File: config.mk
export PLATFORM = sky130hd
export DESIGN_NAME = tile_sequencer_flat
export DESIGN_NICKNAME = d
export VERILOG_FILES = /design/src/rtl/tile_sequencer_if.sv /design/src/rtl/tile_sequencer.sv /design/src/flat_wrapper.sv
export SDC_FILE = /design/constraint.sdc
export NUM_CORES = 1
export LEC_CHECK = 0
export CORE_AREA = 2 2 137 139
export DETAILED_ROUTE_END_ITERATION = 8
export DIE_AREA = 0 0 139 141
export SYNTH_ARGS = -nofsm -noshare
export SYNTH_HDL_FRONTEND = slang
export SYNTH_SLANG_ARGS = --single-unit
export TNS_END_PERCENT = 20
File: constraint.sdc
create_clock -name clock -period 3.2 [get_ports clock]
set_input_delay 0.64 -clock clock [delete_from_list [all_inputs] [get_ports clock]]
set_output_delay 0.64 -clock clock [all_outputs]
set_load 0.05 [all_outputs]
File: src/rtl/tile_sequencer_if.sv
// Handshake bundle between the solver top level, the tile array and tile_sequencer.
// The slave modport is the sequencer's view; master is the driving side.
interface tile_sequencer_if #(
    parameter int NUM_TILES = 81,
    parameter int STEP_W    = 16,
    parameter int IDX_W     = $clog2(NUM_TILES)
);
    logic                 start;
    logic                 abort;
    logic [NUM_TILES-1:0] passfwd;
    logic [NUM_TILES-1:0] passbak;
    logic [NUM_TILES-1:0] myturn;
    logic [NUM_TILES-1:0] tile_clear;
    logic [IDX_W-1:0]     cursor;
    logic                 busy;
    logic                 done;
    logic                 failed;
    logic [STEP_W-1:0]    steps;

    modport slave (
        input  start, abort, passfwd, passbak,
        output myturn, tile_clear, cursor, busy, done, failed, steps
    );

    modport master (
        output start, abort, passfwd, passbak,
        input  myturn, tile_clear, cursor, busy, done, failed, steps
    );
endinterface

File: src/rtl/tile_sequencer.sv
// Passes a single turn token along the tile array in row-major order, backtracking
// on exhaustion and re-initialising each tile that control retreats past.
module tile_sequencer #(
    parameter int NUM_TILES = 81,
    parameter int STEP_W    = 16,
    parameter int IDX_W     = $clog2(NUM_TILES)
) (
    input  logic              clock,
    input  logic              reset,
    tile_sequencer_if.slave   bus
);
    typedef enum logic [2:0] {
        S_IDLE,
        S_CLEAR,
        S_GRANT,
        S_WAIT,
        S_RETREAT,
        S_DONE,
        S_FAILED
    } state_t;

    state_t            state_q, state_d;
    logic [IDX_W-1:0]  cursor_q, cursor_d;
    logic [STEP_W-1:0] steps_q, steps_d;

    always_ff @(posedge clock) begin
        if (reset) begin
            state_q  <= S_IDLE;
            cursor_q <= '0;
            steps_q  <= '0;
        end else begin
            state_q  <= state_d;
            cursor_q <= cursor_d;
            steps_q  <= steps_d;
        end
    end

    // Abort overrides everything; done/failed clear implicitly by leaving their states.
    always_comb begin
        state_d  = state_q;
        cursor_d = cursor_q;
        steps_d  = steps_q;
        if (bus.abort && state_q != S_IDLE) begin
            state_d  = S_IDLE;
            cursor_d = '0;
            steps_d  = '0;
        end else begin
            unique case (state_q)
                S_IDLE, S_DONE, S_FAILED: begin
                    if (bus.start) state_d = S_CLEAR;
                end
                S_CLEAR: begin
                    cursor_d = '0;
                    steps_d  = '0;
                    state_d  = S_GRANT;
                end
                S_GRANT: begin
                    if (steps_q != '1) steps_d = steps_q + STEP_W'(1);
                    state_d = S_WAIT;
                end
                S_WAIT: begin
                    if (bus.passbak[cursor_q]) begin
                        state_d = (cursor_q == '0) ? S_FAILED : S_RETREAT;
                    end else if (bus.passfwd[cursor_q]) begin
                        if (cursor_q == IDX_W'(NUM_TILES - 1)) begin
                            state_d = S_DONE;
                        end else begin
                            cursor_d = cursor_q + IDX_W'(1);
                            state_d  = S_GRANT;
                        end
                    end
                end
                S_RETREAT: begin
                    cursor_d = cursor_q - IDX_W'(1);
                    state_d  = S_GRANT;
                end
                default: state_d = S_IDLE;
            endcase
        end
    end

    // Outputs decode registered state only, so no input reaches an output combinationally.
    always_comb begin
        bus.myturn     = '0;
        bus.tile_clear = '0;
        if (state_q == S_GRANT)   bus.myturn[cursor_q]     = 1'b1;
        if (state_q == S_RETREAT) bus.tile_clear[cursor_q] = 1'b1;
        if (state_q == S_CLEAR)   bus.tile_clear           = '1;
    end

    assign bus.cursor = cursor_q;
    assign bus.steps  = steps_q;
    assign bus.busy   = (state_q == S_CLEAR) || (state_q == S_GRANT) ||
                        (state_q == S_WAIT)  || (state_q == S_RETREAT);
    assign bus.done   = (state_q == S_DONE);
    assign bus.failed = (state_q == S_FAILED);
endmodule

File: src/flat_wrapper.sv
// flat-port wrapper written by rule: the top's interface ports become plain ports
module tile_sequencer_flat 
#(
    parameter int NUM_TILES = 81,
    parameter int STEP_W    = 16,
    parameter int IDX_W     = $clog2(NUM_TILES)
)
  (clock, reset, bus_start, bus_abort, bus_passfwd, bus_passbak, bus_myturn, bus_tile_clear, bus_cursor, bus_busy, bus_done, bus_failed, bus_steps);
  tile_sequencer_if #(.NUM_TILES(NUM_TILES), .STEP_W(STEP_W), .IDX_W(IDX_W)) bus_i ();
  input  logic clock;
  input  logic reset;
  input wire logic [$bits(bus_i.start)-1:0] bus_start;
  input wire logic [$bits(bus_i.abort)-1:0] bus_abort;
  input wire logic [$bits(bus_i.passfwd)-1:0] bus_passfwd;
  input wire logic [$bits(bus_i.passbak)-1:0] bus_passbak;
  output wire logic [$bits(bus_i.myturn)-1:0] bus_myturn;
  output wire logic [$bits(bus_i.tile_clear)-1:0] bus_tile_clear;
  output wire logic [$bits(bus_i.cursor)-1:0] bus_cursor;
  output wire logic [$bits(bus_i.busy)-1:0] bus_busy;
  output wire logic [$bits(bus_i.done)-1:0] bus_done;
  output wire logic [$bits(bus_i.failed)-1:0] bus_failed;
  output wire logic [$bits(bus_i.steps)-1:0] bus_steps;
  assign bus_i.start = bus_start;
  assign bus_i.abort = bus_abort;
  assign bus_i.passfwd = bus_passfwd;
  assign bus_i.passbak = bus_passbak;
  assign bus_myturn = bus_i.myturn;
  assign bus_tile_clear = bus_i.tile_clear;
  assign bus_cursor = bus_i.cursor;
  assign bus_busy = bus_i.busy;
  assign bus_done = bus_i.done;
  assign bus_failed = bus_i.failed;
  assign bus_steps = bus_i.steps;
  tile_sequencer #(.NUM_TILES(NUM_TILES), .STEP_W(STEP_W), .IDX_W(IDX_W)) u_core (.clock(clock), .reset(reset), .bus(bus_i));
endmodule
Word-level counts from Yosys, hierarchy flattened --
Cells that the tools add are included.
Operators by class: add/subtract/negate cells 3, $lt $le $gt $ge 2, equal/unequal tests 14, multiplexer cells 21, reductions and logical operators 16
Operators with widths (count):
- $mux 81 | 3
- $pmux 16 s2 | 1
- $mux 7 | 3
- $pmux 7 s3 | 1
- $add 16x1->16 const B | 1
- $mux 16 | 1
- $ne 16x16->1 const B | 1
- $bmux 1 s7 | 2
- $mux 3 | 4
- $pmux 3 s4 | 1
- $eq 3x3->1 const B | 3
- $lt 7x8->1 const B | 1
- $add 7x1->7 const B | 1
- $demux 1 s7 | 1
- $eq 7x7->1 const B | 1
- $ge 7x1->1 const B | 1
- $logic_not 7->1 | 1
- $sub 7x1->7 const B | 1
- $eq 3x2->1 const B | 2
- $ne 2x2->1 const B | 3
- $reduce_bool 3->1 | 2
- $ne 2x1->1 const B | 2
- $reduce_and 2->1 | 2
- $reduce_and 4->1 | 1
- 10 further kinds | 16
Storage, ports and cells: register bits 26, input port bits 166, output and inout bits 188, word-level logic and storage cells 59

Depth between registers and ports, before layout --
Gate-level depths: netlist of the first run.
word-level depth 6, depth in mapped cells 13, depth with buffers taken out 11

Worst setup path before layout of the first run --
Ideal clock, no wire load.
kind reg-to-output, from register u_core.cursor_q[2] (netlist: u_core.bus.cursor[2]), to output bus_tile_clear[12], arrival time 3093 ps, required time 2560 ps, slack -533 ps, cell stages (with the launch flop) 8, path buffers 5, cells stage by stage dfxtp_1 > buf_6 > buf_6 > buf_2 > buf_2 > clkbuf_1 > nand3_1 > o21ai_0
On the way: cells in the longest elaborated chain, start to end 6, elaborated cells on any way between the ends 7, those cells by class order compare: 2; mux: 4; reduce/logical: 1
Ends and longest elaborated chain:
- start: declaration | RTL line tile_sequencer.sv:23 | logic [IDX_W-1:0] cursor_q, cursor_d;
- start signal: assignment | RTL line tile_sequencer.sv:33 | cursor_q <= cursor_d;
- $lt 7x8->1 (not written as such) / $ge 7x1->1 (equally long branches) | RTL line tile_sequencer.sv:87 | if (state_q == S_RETREAT) bus.tile_clear[cursor_q] = 1'b1;
- $logic_and 1x1->1 (not written as such) | RTL line tile_sequencer.sv:87
- $mux 1 (not written as such) | RTL line tile_sequencer.sv:87
- $demux 1 s7 (*)
- $mux 81 (*) | RTL line tile_sequencer.sv:87
- $mux 81 (*) | RTL line tile_sequencer.sv:88 | if (state_q == S_CLEAR) bus.tile_clear = '1;
- end: declaration | RTL line flat_wrapper.sv:17 | output wire logic [$bits(bus_i.tile_clear)-1:0] bus_tile_clear;
Every way passes the cells marked *; elsewhere a longest branch is shown, timed or not.

Worst setup path after layout of the first run --
from register u_core.cursor_q[1] (netlist: u_core.bus.cursor[1]), to output bus_myturn[26]
On the way: cells in the longest elaborated chain, start to end 5, elaborated cells on any way between the ends 6, those cells by class order compare: 2; mux: 3; reduce/logical: 1
Ends and longest elaborated chain:
- $lt 7x8->1 (not written as such) / $ge 7x1->1 (equally long branches) | RTL line tile_sequencer.sv:86 | if (state_q == S_GRANT) bus.myturn[cursor_q] = 1'b1;
- $logic_and 1x1->1 (not written as such) | RTL line tile_sequencer.sv:86
- $mux 1 (not written as such) | RTL line tile_sequencer.sv:86
- $demux 1 s7 (*)
- $mux 81 (*) | RTL line tile_sequencer.sv:86
- end: declaration | RTL line flat_wrapper.sv:16 | output wire logic [$bits(bus_i.myturn)-1:0] bus_myturn;
Marked as above.

==> impl_metrics.ini, run 1 <==
[cts]
clock_sinks = 26
htree_levels = 1
ctsHoldBuffers = 0
clk_path_buf_depth = 2
cts_buffers = 3
clkTransAtPathRegs_ns = 0.07
clkLatencyLatePin_ns = 0.26
cts_tree = yes
cts-root-buf = clkbuf_16

[route]
drc = 0
ant_nets = 0
wl_per_cell_um = 20.94
drt_iter0_drc = 330
first_pass_iters = 5
via_per_inst = 5.131
vias = 6126
routed_wl_um = 25000

[placement]
dpl.hpwl_um = 20810
io_buffers = 353
routabilityCongestion = 0.8928

[cells_and_area]
final_nets = 1134
regArea_um2 = 524.3
area_delta_synth_final_pct = 141.9
n_antenna_cell = 0
fillers = 1629
multi_input_area_um2 = 3390
drive_gt1_frac = 0.2906

[timing]
finalHoldViolCount = 0
fmax_mhz = 319.3
finalCritPeriodShare = 0.9787
skew_ns = 0.005626
fin_crit_ns = 3.132
rsz0062_at_grt = true
slew_headroom = 0.5434
worstMarginPinSlew_ns = 0.6786
finalSetupViolations = 0
slew_violations = 0
hold_slack_ns = 0.5107

[grt]
grt_pass1_vias = 5818
grt-ovfl-total = 0
antenna_found_initial = 0
grt_usage = 0.2408
grt_max_degree = 84
grt_pass1_wl_um = 36870

[flow_run]
maxCapViolations = 0

[synthesis]
ys_ff_latch = 26
yosysSeqAreaShare = 0.1265
netlist_area_um2 = 4115
syn-num-nets = 774
yosysWarnings = 0
synthFlopType = dfxtp_1
synth_area_per_cell_um2 = 6.847
async_flop_share = 0
yosysUniqueCellTypes = 73
synth_cells = 601
synth_edf_count = 0

[power]
vdd_drop_max_v = 0.0002129
power_w = 0.002494
leakage_nw = 3.587
power-per-cell-area_nw_per_um2 = 250.5

[die]
die_w_um = 139
ios = 354
initial_core_util = 0.2253
dieArea_um2 = 19600
die_y_um = 141
row_count = 50
core-area_um2 = 18270

[worst_setup_path]
critPathMaxFanout = 12
required_ns = 2.56
slowest_delay_ns = 0.51
crit_slowest_cell = dfxtp_2
worstPathArrival_ns = 2.49
endpoint_kind = output pin
crit_type = flip-flop to output pin
worstPathCellList = buf_4 > inv_1 > nor3_2 > nand2_1 > nor2_1 > buf_12
start_kind = flip-flop

[min_path]
hold_path.class = flip-flop to flip-flop

[run_status]
outcome = finished clean
## cells in the mapped netlist (4+ instances only)
cell / n / area share
clkbuf_1: 34 / 0.031
nand2_1: 43 / 0.039
mux2_1: 7 / 0.019
buf_6: 5 / 0.014
nor2b_1: 12 / 0.018
o21ai_0: 96 / 0.12
o2111ai_1: 4 / 0.0085
and3_1: 7 / 0.011
nand3_1: 18 / 0.022
o32ai_2: 4 / 0.016
inv_1: 12 / 0.011
xnor2_1: 10 / 0.021
and2_1: 4 / 0.0061
dfxtp_1: 26 / 0.13
a221oi_1: 12 / 0.026
nor2_1: 106 / 0.097
a221o_1: 4 / 0.0097
nor3b_1: 5 / 0.0091
a21oi_1: 19 / 0.023
o22ai_1: 4 / 0.0061
xor2_1: 5 / 0.011
ha_1: 6 / 0.018
mux2_2: 14 / 0.038
or3_1: 7 / 0.011
mux2i_1: 20 / 0.049
nand4_1: 6 / 0.0091
a31oi_1: 4 / 0.0061
nor3_1: 6 / 0.0073
a21o_1: 5 / 0.0091
a22oi_1: 12 / 0.022
and3b_1: 6 / 0.013
mux4_2: 6 / 0.033
buf_2: 11 / 0.013
## layer usage
layer	global-route usage	vias to the layer above	routed length, µm
met5	0	-	0
met4	0.05742	0	588
met3	0.03329	32	1477
met2	0.4273	268	12550
met1	0.3096	2879	10390
li1	-	2947	-
## logic make-up after synthesis
group,after synthesis,share of synthesized area
and+or+nand+nor,235,0.2691
xor gates and xnor gates,15,0.03192
adders and majority gates,7,0.02311
DFF,26,0.1265
AOI/OAI and AO/OA,203,0.3305
buffers and inverters,66,0.07266
muxes,49,0.1462
## report_power, final
part           switching, W  internal, W
registers        0.00000942     0.000329
clock network      0.000116     0.000249
logic              0.000940     0.000851
## critical path, delay by kind of cell (launching register included)
| family | cells | cell delay (ns) |
|---|---|---|
| buffers and inverters | 3 | 0.61 |
| DFF | 1 | 0.51 |
| and+or+nand+nor | 3 | 1.10 |
## flip-flops by register name (all words and copies together) (netlist names)
signal and count:
u_core.state_q 3, u_core.bus.cursor 7, u_core.bus.steps 16
## layout by cell type, fill, tap and decap left out, types with 18 or more instances in the layout
cell type,n
nand2_1,41
buf_12,164
buf_4,54
mux2i_1,20
dfxtp_1,23
clkdlybuf4s50_1,190
o21ai_1,43
a21oi_1,19
nor2_1,106
o21ai_0,44
nand3_1,18
## cell type report
cell class	instances	area share
repair buffers	408	0.5616
multi-input cells	509	0.3405
clock inverters	1	0.003017
flip-flops and latches	26	0.05266
well taps	234	0.02941
clock buffers	3	0.007541
inverters	13	0.005279
## repair_timing
item	4_1_cts	5_1_grt
endpoints found under the hold margin	0	0
gates resized for setup	3	18
buffers inserted	0	0
pin swaps	1	0
endpoints found under the setup margin	31	56
## through the flow
| step | setup slack (ns) | TNS (ns) | utilization | cell area, µm² | cells |
|---|---|---|---|---|---|
| 2_1_floorplan | -0.3377 | -22.79 | - | 4172 | 601 |
| 3_3_place_gp | -0.3105 | -2.570 | 0.5373 | 9814 | 1190 |
| 3_5_place_dp | -0.3406 | -2.811 | 0.5373 | 9814 | 1190 |
| 4_1_cts | 0.01284 | 0 | 0.5436 | 9931 | 1194 |
| 5_1_grt | -0.05784 | -0.3963 | 0.5449 | 9955 | 1194 |
| 6_report | 0.06812 | 0 | 0.5449 | 9955 | 1194 |
## path summary, 6_finish.rpt
kind	start	to	slack, ns	cells after the start
worst min register to register	u_core.bus.steps[10]	u_core.bus.steps[10]	0.51	2
worst min-delay path	u_core.bus.steps[10]	u_core.bus.steps[10]	0.51	2
worst max register to register	u_core.bus.cursor[2]	u_core.bus.cursor[3]	0.15	9
worst max-delay path	u_core.bus.cursor[1]	bus_myturn[26]	0.07	6
(Power assumes the default switching activity.)
==> inputs of run 2 (changes only) <==
- CTS_BUF_LIST: not set -> sky130_fd_sc_hd__clkbuf_8
- SKIP_LAST_GASP: not set -> 1
==> impl_metrics.ini, run 2 (synthesized netlist as in run 1, its figures left out) <==
[die]
die_y_um = 141
dieArea_um2 = 19600
initial_core_util = 0.2253
die_w_um = 139
core-area_um2 = 18270
ios = 354
row_count = 50

[grt]
antenna_found_initial = 0
grt-ovfl-total = 0
grt_pass1_vias = 5811
grt_pass1_wl_um = 36710
grt_max_degree = 84
grt_usage = 0.2402

[cts]
cts-root-buf = clkbuf_8
cts_tree = yes
cts_buffers = 3
ctsHoldBuffers = 0
clock_sinks = 26
clkTransAtPathRegs_ns = 0.09
clk_path_buf_depth = 2
clkLatencyLatePin_ns = 0.28
htree_levels = 1

[route]
drc = 0
vias = 6100
drt_iter0_drc = 342
wl_per_cell_um = 20.90
first_pass_iters = 5
routed_wl_um = 24960
via_per_inst = 5.109
ant_nets = 0

[placement]
pre_cts_slack_ns = -0.3406
dpl.hpwl_um = 20810
io_buffers = 353
routabilityCongestion = 0.8928

[cells_and_area]
largest_reg_flops = 16
fillers = 1629
final_common_cell = clkdlybuf4s50_1
regArea_um2 = 524.3
drive_gt1_frac = 0.2896
n_antenna_cell = 0
layout_common_cells = clkdlybuf4s50_1, buf_12, nor2_1
area_delta_synth_final_pct = 141.0
multi_input_area_um2 = 3387
final_nets = 1134

[power]
vdd_drop_max_v = 0.0002131
power-per-cell-area_nw_per_um2 = 242.4
leakage_nw = 3.571

[flow_run]
maxCapViolations = 0

[timing]
finalHoldViolCount = 0
finalSetupViolations = 0
worstMarginPinSlew_ns = 0.6989
fin_crit_ns = 3.124
slew_violations = 0
slew_headroom = 0.5298
finalCritPeriodShare = 0.9761
fmax_mhz = 320.1
skew_ns = 0.006308
layout_setup_ws_ns = 0.07635
rsz0062_at_grt = true
hold_slack_ns = 0.5152

[worst_setup_path]
start_kind = flip-flop
endpoint_kind = output pin
crit_type = flip-flop to output pin
critPathMaxFanout = 12
r2r_start = u_core.bus.cursor[2]
crit_start = u_core.bus.cursor[1]
rr_worst_depth = 9
required_ns = 2.56
worstPathArrival_ns = 2.48

[min_path]
worstHoldPathCells = 2
hold_start = u_core.bus.steps[14]
hold_path.class = flip-flop to flip-flop

[run_status]
outcome = finished clean
## run 2: stage by stage
step                instances  total power [W]  cell area [µm²]    util  setup TNS (ns)
finish                   1194         0.002404             9918  0.5429               0
global route             1194         0.002480             9918  0.5429         -0.6108
CTS                      1194         0.002416             9891  0.5414         -0.6013
detailed placement       1190         0.002138             9814  0.5373          -2.811
global placement         1190         0.002135             9814  0.5373          -2.570
floorplan                 601         0.001136             4172       -          -22.79
## run 2: layout make-up
cell class | count | area share
Inverter | 13 | 0.005298
Clock inverter | 1 | 0.003028
Multi-Input combinational cell | 509 | 0.3415
Sequential cell | 26 | 0.05286
Clock buffer | 3 | 0.004163
Timing Repair Buffer | 408 | 0.5636
Tap cell | 234 | 0.02952
## run 2: worst max-delay path: stages, from the launching register on
cell	delay, ns
dfxtp_2	0.52
buf_4	0.25
inv_1	0.18
nor3_2	0.38
nand2_1	0.30
o21ai_0	0.39
buf_12	0.19
## run 2: repair_timing
item / 4_1_cts / 5_1_grt
setup endpoints to repair: 30 / 84
pin swaps: 0 / 3
setup buffers: 0 / 0
gates resized for setup: 1 / 19
## run 2: per-layer routing
| layer | vias up | global-route usage | wire [µm] |
|---|---|---|---|
| li1 | 2948 | - | - |
| met1 | 2859 | 0.3079 | 10410 |
| met2 | 254 | 0.4244 | 12460 |
| met3 | 39 | 0.03261 | 1399 |
| met4 | 0 | 0.06380 | 688 |
| met5 | - | 0 | 0 |
## run 2: report_power, final
group / switching, W / internal, W
registers: 0.00000913 / 0.000329
logic: 0.000940 / 0.000850
clock network: 0.000108 / 0.000168
## run 2: path summary, 6_finish.rpt
| check | endpoint | slack [ns] |
|---|---|---|
| min reg2reg | u_core.bus.steps[14] | 0.52 |
| min | u_core.bus.steps[14] | 0.52 |
| max | bus_tile_clear[42] | 0.08 |
| max reg2reg | u_core.bus.cursor[3] | 0.15 |
==> inputs of run 3 (changes only) <==
- SETUP_SLACK_MARGIN: not set -> 0.5
==> impl_metrics.ini, run 3 (synthesized netlist as in run 1, its figures left out) <==
[die]
core-area_um2 = 18270
die_w_um = 139
die_y_um = 141
dieArea_um2 = 19600
ios = 354
row_count = 50
initial_core_util = 0.2253

[timing]
slew_headroom = 0.5071
finalSetupViolations = 0
skew_ns = 0.0009591
slew_violations = 0
rsz0062_at_grt = true
fmax_mhz = 356.6
finalHoldViolCount = 0
fin_crit_ns = 2.804
worstMarginPinSlew_ns = 0.7326
finalCritPeriodShare = 0.8762
hold_slack_ns = 0.5081

[cts]
cts-root-buf = clkbuf_8
clkTransAtPathRegs_ns = 0.09
cts_buffers = 3
ctsHoldBuffers = 0
clk_path_buf_depth = 2
clock_sinks = 26
htree_levels = 1
clkLatencyLatePin_ns = 0.27
cts_tree = yes

[cells_and_area]
layout_common_cells = buf_12, clkdlybuf4s50_1, nor2_1
final_nets = 1172
drive_gt1_frac = 0.4289
final_common_cell = buf_12
area_delta_synth_final_pct = 169.0
largest_reg_flops = 16
fin_cells = 1234

[route]
drc = 0
via_per_inst = 5.242
drt_iter0_drc = 440
vias = 6469
first_pass_iters = 6
routed_wl_um = 27000
ant_nets = 0
wl_per_cell_um = 21.88

[placement]
io_buffers = 353
dp_cells = 1184
routabilityCongestion = 0.9230
dpl.hpwl_um = 21360

[power]
power-per-cell-area_nw_per_um2 = 228.6
leakage_nw = 4.133
vdd_drop_max_v = 0.0002312

[worst_setup_path]
crit_type = flip-flop to flip-flop
endpoint_kind = flip-flop
start_kind = flip-flop
worstPathArrival_ns = 3.01
required_ns = 3.40
critPathMaxFanout = 7

[flow_run]
maxCapViolations = 0

[min_path]
hold_path.class = flip-flop to flip-flop

[grt]
antenna_found_initial = 2
grt_pass1_wl_um = 39680
grt-ovfl-total = 0
grt_usage = 0.2588
grt_max_degree = 34
grt_pass1_vias = 6168

[run_status]
outcome = finished clean
==> run 3: cell types whose count changed in the layout (fill, tap and decap cells not counted), sizes merged, moves of 2 or more <==
cell | before | now
clkdlybuf4s50 | 190 | 165
diode | 0 | 2
dlygate4sd2 | 0 | 10
dlymetal6s2s | 0 | 10
clkdlybuf4s15 | 0 | 3
buf | 218 | 255
clkbuf | 3 | 5
==> run 3: final timing paths <==
kind | start | endpoint | slack [ns] | depth (start not counted)
max reg2reg | u_core.bus.cursor[2] | u_core.bus.cursor[0] | 0.40 | 10
min reg2reg | u_core.bus.steps[10] | u_core.bus.steps[10] | 0.51 | 2
max | u_core.bus.cursor[2] | u_core.bus.cursor[0] | 0.40 | 10
min | u_core.bus.steps[10] | u_core.bus.steps[10] | 0.51 | 2
==> run 3: power breakdown <==
part	switching, W	leakage (nW)	internal, W	total, W
sequential	0.00000770	0.215	0.000326	0.000333
combinational	0.00101	3.88	0.000913	0.00192
clock	0.000109	0.0357	0.000168	0.000276
==> run 3: per-stage QoR <==
stage	worst slack, ns	power, W	TNS, ns	cell area, µm²	util
after global routing	0.3098	0.002611	0	11070	0.6061
after global placement	-0.3026	0.002206	-2.471	10130	0.5544
after detailed placement	-0.3164	0.002211	-2.633	10130	0.5544
after CTS	0.3264	0.002511	0	10620	0.5812
after floorplan	-0.05592	0.001194	-0.5324	4524	-
final	0.3961	0.002531	0	11070	0.6061
==> run 3: repair_timing <==
item                                    4_1_cts  5_1_grt
resized for setup                           109       52
pin swaps                                    18       16
cloned                                        0        3
endpoints found under the setup margin      171      161
setup buffers                                19       22
==> run 3: area by class of cell <==
class / count / area [µm²]
timing repair buffer: 445 / 6003
multi-input combinational: 510 / 4104
sequential: 26 / 539.3
tap: 234 / 292.8
antenna: 2 / 5.005
clock inverter: 1 / 30.03
fill: 1525 / 7196
clock buffer: 3 / 41.29
inverter: 13 / 56.30
==> run 3: critical path, cell delays in order (launching register included) <==
cell     delay (ns)
dfxtp_4        0.46
buf_6          0.15
mux2_4         0.30
a221o_1        0.33
a22oi_2        0.21
nor2_1         0.07
or4_4          0.57
buf_6          0.16
o221a_4        0.27
buf_4          0.14
o22ai_2        0.07
==> run 3: per-layer routing <==
layer | global-route usage | vias up | wire, µm
li1 | - | 3031 | -
met5 | 0 | - | 0
met3 | 0.02344 | 38 | 1194
met1 | 0.3251 | 3144 | 11210
met2 | 0.4760 | 256 | 13950
met4 | 0.06645 | 0 | 648
